===== src/rtl/pipeline_controller.sv =====
// Five-stage pipeline hazard/flow controller: boot flush, branch redirect,
// multi-cycle mul/div stall with timeout, load-use bubble, halt drain.
module pipeline_controller (
    input  logic        clk,
    input  logic        rst_n,
    input  logic        ex_branch_taken,
    input  logic        ex_md_start,
    input  logic        md_done,
    input  logic        id_load_use,
    input  logic        id_halt,
    output logic        pc_stop,
    output logic        if_pc_mux,
    output logic        if_id_flush,
    output logic        if_id_hold,
    output logic        id_ex_flush,
    output logic        id_ex_hold,
    output logic        ex_mem_flush,
    output logic        halted,
    output logic        md_timeout,
    output logic [2:0]  state,
    output logic [15:0] stall_count
);

    typedef enum logic [2:0] {
        BOOT    = 3'd0,
        RUN     = 3'd1,
        MD_WAIT = 3'd2,
        DRAIN   = 3'd3,
        HALTED  = 3'd4
    } state_t;

    state_t      state_q, state_d;
    logic [1:0]  boot_q, boot_d;
    logic [1:0]  drain_q, drain_d;
    logic [5:0]  wait_q, wait_d;
    logic        timeout_q, timeout_d;
    logic [15:0] stall_q, stall_d;

    always_ff @(posedge clk or negedge rst_n) begin
        if (!rst_n) begin
            state_q   <= BOOT;
            boot_q    <= 2'd2;
            drain_q   <= '0;
            wait_q    <= '0;
            timeout_q <= 1'b0;
            stall_q   <= '0;
        end else begin
            state_q   <= state_d;
            boot_q    <= boot_d;
            drain_q   <= drain_d;
            wait_q    <= wait_d;
            timeout_q <= timeout_d;
            stall_q   <= stall_d;
        end
    end

    always_comb begin
        state_d      = state_q;
        boot_d       = boot_q;
        drain_d      = drain_q;
        wait_d       = wait_q;
        timeout_d    = timeout_q;
        pc_stop      = 1'b0;
        if_pc_mux    = 1'b0;
        if_id_flush  = 1'b0;
        if_id_hold   = 1'b0;
        id_ex_flush  = 1'b0;
        id_ex_hold   = 1'b0;
        ex_mem_flush = 1'b0;
        halted       = 1'b0;

        case (state_q)
            BOOT: begin
                pc_stop     = 1'b1;
                if_id_flush = 1'b1;
                id_ex_flush = 1'b1;
                boot_d      = boot_q - 2'd1;
                if (boot_q <= 2'd1) begin
                    boot_d  = '0;
                    state_d = RUN;
                end
            end
            RUN: begin
                // Priority chain: branch squashes everything younger, including halt.
                if (ex_branch_taken) begin
                    if_pc_mux   = 1'b1;
                    if_id_flush = 1'b1;
                    id_ex_flush = 1'b1;
                end else if (ex_md_start) begin
                    pc_stop      = 1'b1;
                    if_id_hold   = 1'b1;
                    id_ex_hold   = 1'b1;
                    ex_mem_flush = 1'b1;
                    wait_d       = '0;
                    state_d      = MD_WAIT;
                end else if (id_load_use) begin
                    pc_stop     = 1'b1;
                    if_id_hold  = 1'b1;
                    id_ex_flush = 1'b1;
                end else if (id_halt) begin
                    pc_stop     = 1'b1;
                    if_id_flush = 1'b1;
                    drain_d     = 2'd3;
                    state_d     = DRAIN;
                end
            end
            MD_WAIT: begin
                if (md_done) begin
                    state_d = RUN;
                end else if (wait_q == 6'd63) begin
                    timeout_d = 1'b1;
                    state_d   = RUN;
                end else begin
                    pc_stop      = 1'b1;
                    if_id_hold   = 1'b1;
                    id_ex_hold   = 1'b1;
                    ex_mem_flush = 1'b1;
                    wait_d       = wait_q + 6'd1;
                end
            end
            DRAIN: begin
                pc_stop     = 1'b1;
                if_id_flush = 1'b1;
                drain_d     = drain_q - 2'd1;
                if (drain_q <= 2'd1) begin
                    drain_d = '0;
                    state_d = HALTED;
                end
            end
            HALTED: begin
                pc_stop     = 1'b1;
                if_id_flush = 1'b1;
                halted      = 1'b1;
            end
            default: begin
                state_d = BOOT;
            end
        endcase

        stall_d = stall_q;
        if (pc_stop && (state_q == RUN || state_q == MD_WAIT) && (stall_q != 16'hFFFF))
            stall_d = stall_q + 16'd1;
    end

    assign state       = state_q;
    assign md_timeout  = timeout_q;
    assign stall_count = stall_q;

endmodule


===== config.mk =====
export PLATFORM = sky130hd
export DESIGN_NAME = pipeline_controller
export DESIGN_NICKNAME = d
export VERILOG_FILES = /design/src/rtl/pipeline_controller.sv
export SDC_FILE = /design/constraint.sdc
export NUM_CORES = 1
export LEC_CHECK = 0
export ABC_CLOCK_PERIOD_IN_PS = 4700
export BUFFER_PORTS_ARGS = -buffer_cell sky130_fd_sc_hd__buf_2
export CAP_MARGIN = 40
export CORE_AREA = 2 2 56 58
export DETAILED_ROUTE_END_ITERATION = 16
export DIE_AREA = 0 0 58 60
export PLACE_DENSITY_LB_ADDON = 0.1
export RECOVER_POWER = 25
export SYNTH_ARGS = -nofsm -noshare
export SYNTH_HDL_FRONTEND = slang
export SYNTH_SLANG_ARGS = --single-unit
export TNS_END_PERCENT = 10

===== constraint.sdc =====
create_clock -name clk -period 4.7 [get_ports clk]
set_input_delay 0.94 -clock clk [delete_from_list [all_inputs] [get_ports clk]]
set_output_delay 0.94 -clock clk [all_outputs]
set_load 0.02 [all_outputs]

== Word level (Yosys, flattened, before mapping) ==
Cells that the tools add are included.

* Bits in registers: 30
* Bits in latches: 0
* Bits in writable memories: 0
* Memory bits (read-only): 0
* Bits of input ports: 7
* Output and inout port bits: 28
* Logic and storage cells: 88
* Memories: 0

* Add/sub/neg operators: 4
* $mul: 0
* Divide/modulo/power cells: 0
* Magnitude comparators: 2
* Eq/ne operators: 18
* Shift-type cells: 0
* Muxes and demuxes: 45
* Bitwise operators: 2
* Reductions and logical operators: 11

{| class="wikitable"
|+ Operator list
! operator !! number
|-
| 3-bit two-way mux || 8
|-
| 6-bit two-way mux || 4
|-
| 1-bit two-way mux || 19
|-
| 2-bit inequality test (second input constant) || 9
|-
| 16-bit by 1-bit adder with 16-bit output (second input constant) || 1
|-
| 16-bit inequality test (second input constant) || 1
|-
| 3-bit case mux with 5 select lines || 1
|-
| 2-bit two-way mux || 6
|-
| 6-bit case mux with 2 select lines || 1
|-
| 5-bit AND reduction || 2
|-
| 3-bit inequality test (second input constant) || 3
|-
| 1-bit case mux with 2 select lines || 4
|-
| 7-bit AND reduction || 1
|-
| 6-bit by 1-bit adder with 6-bit output (second input constant) || 1
|-
| 3-bit by 2-bit == test with 1-bit output (second input constant) || 2
|-
| 6-bit == test (second input constant) || 1
|-
| 2-bit by 1-bit less-or-equal comparator with 1-bit output (second input constant) || 2
|-
| 2-bit case mux with 2 select lines || 1
|-
| 2-bit nonzero test || 2
|-
| 2-bit by 1-bit subtractor with 2-bit output (second input constant) || 2
|-
| 3-bit by 1-bit == test with 1-bit output (second input constant) || 1
|-
| 3-bit == test (second input constant) || 1
|-
| 3-bit zero test || 1
|-
| 1-bit case mux with 3 select lines || 1
|-
| 5 further kinds || 7
|}

== Depth between registers and ports, before layout ==
* Depth in word-level cells: 7
* Gate-level depth with buffers: 7
* Depth with buffers taken out: 6

== Least setup slack after synthesis ==
Ideal clock, no wire load.

* Kind: input to output
* Start: input md_done
* End: output id_ex_hold
* Arrival time: 2223 ps
* Data required time: 3760 ps
* Slack: 1537 ps
* Stages: 5
* Buffers on the path: 2
* Path through: nor4b_1 > o21ai_0 > clkbuf_1 > nand2_1 > buf_4

* Longest elaborated chain between the ends: 2

{| class="wikitable"
|+ RTL lines
! item !! RTL line !! source
|-
| from (decl) || 8 || <nowiki>input logic md_done,</nowiki>
|-
| 1-bit two-way mux || -- ||
|-
| 1-bit case mux with 2 select lines || -- ||
|-
| to (decl) || 16 || <nowiki>output logic id_ex_hold,</nowiki>
|}

Every way passes these cells.

== Final worst setup path ==
* Start: input md_done
* End: output if_id_hold

* Longest elaborated chain between the ends: 2

{| class="wikitable"
|+ RTL lines
! item !! RTL line !! source
|-
| 1-bit two-way mux || 108 || <nowiki>if (md_done) begin</nowiki>
|-
| 1-bit case mux with 2 select lines || 72 || <nowiki>case (state_q)</nowiki>
|-
| to (decl) || 14 || <nowiki>output logic if_id_hold,</nowiki>
|}

Every way passes these cells.

==> results.cfg <==
[floorplanning]
die_w_um = 58
die_area_um2 = 3480
die_h_um = 60
core-area_um2 = 2900
rows = 20
start_util_pct = 55.0
pin_count = 35

[timing]
rsz0062_at_grt = no
fin_crit_ns = 3.12
finClkSkew_ns = 0.00627
fin_setup_tns_ns = 0
drv_slew = 31
relSlewSlack_pct = -5.96
hold_viol = 0
worst_pin_slew_ns = 1.59
max_clock_freq_mhz = 320
period_share_pct = 66.4
setup_viol = 0

[yosys]
synth.net_count = 173
synth-seq-area-share_pct = 47.1
synthFlopType = dfrtp_1
synth_cell_types = 38
syn-instance-count = 164
syn_area_um2 = 1600
yosysMostFrequentCell = dfrtp_1
synth_common_cells = 29 x dfrtp_1, 19 x nand3_1, 18 x nand2_1, 15 x xnor2_1, 11 x nor2_1
syn_avg_cell_area_um2 = 9.73
yosys-top-cells-area = dfrtp_1 45%, xnor2_1 8.2%, nand3_1 6.0%
yosysTopAreaCellShare_pct = 45.5
synth-seq-cells = 30
yosysWarningCount = 0
async_reset_ff_share_pct = 100
yosysTopAreaCell = dfrtp_1
synth_edf_count = 0

[power]
p_per_area_nw_per_um2 = 553
ir_drop_uv = 494
p_total_uw = 1020
p_leak_uw = 0.000892

[worst_setup_path]
worstPathArrival_ns = 2.18
endpoint_kind = primary output
cp_data_required_time_ns = 3.76
critPathMaxFanout = 6
critPathLaunchType = primary input
crit_type = primary input to primary output

[clocking]
cts_root_buffer = clkbuf_4
cts_buffer_depth = 2
htreeDepth = 2
tritoncts = built
insertion_delay_ns = 0.32
cts.reportedPaths.clkPinSlew_ns = 0.09
cts_buffers = 5
cts_resized = 0
cts_setup_buffers = 0
cts_sinks = 30
hold_buffers = 0

[grt]
gr-total-overflow = 0
grt_max_degree = 31
gr-usage-all-layers_pct = 21.1
grt_pass1_wl_mm = 5.57
grt_pass1_vias = 1265
antenna_found_initial = 0

[final_layout]
drive_above_1_share_pct = 23.0
register_area_um2 = 752
layout.nets = 208
area_delta_synth_final_pct = 15.1
diodes = 0
multi_input_area_um2 = 802
nFillCells = 258
fin_util_pct = 63.2

[drt]
via_per_inst = 5.76
wl_per_cell_um = 13.8
via_count = 1342
route.antenna.remaining_nets = 0
routed_wl_mm = 3.21
drc = 0
drtIter0Drc = 67
drtPass1Iterations = 4

[placement]
place_hpwl_mm = 2.28
place.gp.congestion = 0.906
port_buffers = 34

[job]
max-cap-violations = 1

[status]
status = complete, but fails checks
violations = max-capacitance violations, max-slew violations

[worst_hold_path]
hold_path_class = register to register
-- report_power, final --
group | leakage, uW | switching, uW | internal [uW]
clock | 0.0000353 | 86.1 | 72.4
sequential | 0.000399 | 88.9 | 311
combinational | 0.000458 | 273 | 184
total | 0.000892 | 448 | 568
-- cell families after synthesis --
| kind of cell | count (synthesis) | share of synthesized area, % |
|---|---|---|
| flops | 30 | 47.1 |
| simple gates | 86 | 28.1 |
| xor+xnor | 16 | 8.78 |
| mux | 5 | 3.53 |
| compound gates | 17 | 8.31 |
| fa+ha+maj | 2 | 1.57 |
| buf+inv | 8 | 2.59 |
-- state kept, by name (all words and copies together), names as in the netlist --
register	cells
state	3
boot_q	2
drain_q	2
wait_q	6
stall_count	16
md_timeout	1
-- worst max-delay path, cell delays in order --
cell and delay (ns):
buf_2 0.10, nor4b_1 0.47, o21ai_0 0.33, o21ai_0 0.15, buf_2 0.19
-- per-layer routing --
layer | vias to the layer above | part of all wire (%) | track usage (%)
li1 | 656 | - | -
met1 | 631 | 45 | 26.7
met2 | 48 | 46 | 32.6
met3 | 7 | 6.8 | 6.71
met4 | 0 | 1.4 | 10.3
met5 | - | 0 | 0
-- per-stage QoR --
stage	cell area, um2	setup slack, ns	cells	hold slack (ns)
floorplan	1600	1.54	164	0.446
global placement	1780	1.42	225	0.457
detailed placement	1780	1.27	225	0.461
CTS	1840	1.53	233	0.485
global route	1840	1.24	233	0.518
finish	1840	1.58	233	0.481
-- final timing paths --
kind                                   startpoint                     endpoint  slack (ns)  depth (start not counted)
max                                       md_done                   if_id_hold        1.58                          5
min                        md_timeout$_DFFE_PN0P_       md_timeout$_DFFE_PN0P_        0.48                          1
max reg2reg                  state[0]$_DFFE_PN0P_   stall_count[1]$_DFFE_PN0P_        1.76                          6
min reg2reg                md_timeout$_DFFE_PN0P_       md_timeout$_DFFE_PN0P_        0.48                          1
max in group asynchronous                   rst_n  stall_count[12]$_DFFE_PN0P_        2.78                          1
min in group asynchronous                   rst_n         state[1]$_DFFE_PN0P_        1.00                          1
-- layout make-up --
cell class / count / area share (%)
sequential: 30 / 41.0
inverter: 1 / 0.204
clock inverter: 1 / 0.273
tap: 33 / 2.25
timing repair buffer: 35 / 9.61
multi-input combinational: 126 / 43.7
clock buffer: 7 / 3.00
-- layout by cell type, fill, tap and decap left out, types with 2 or more instances in the layout --
| cell type | count |
|---|---|
| buf_2 | 33 |
| dfrtp_1 | 29 |
| nand3_1 | 19 |
| nand2_1 | 18 |
| xnor2_1 | 15 |
| nor2_1 | 11 |
| and3_1 | 8 |
| o21ai_0 | 7 |
| nor3_1 | 7 |
| nand4_1 | 5 |
| clkbuf_4 | 5 |
| nand2b_1 | 4 |
| and2_1 | 3 |
| mux2_1 | 3 |
| nor2b_1 | 2 |
| or3_1 | 2 |
| o21a_1 | 2 |
| mux2_2 | 2 |
| ha_1 | 2 |
| clkbuf_1 | 2 |
No activity file was read; power rests on OpenSTA's default activity.
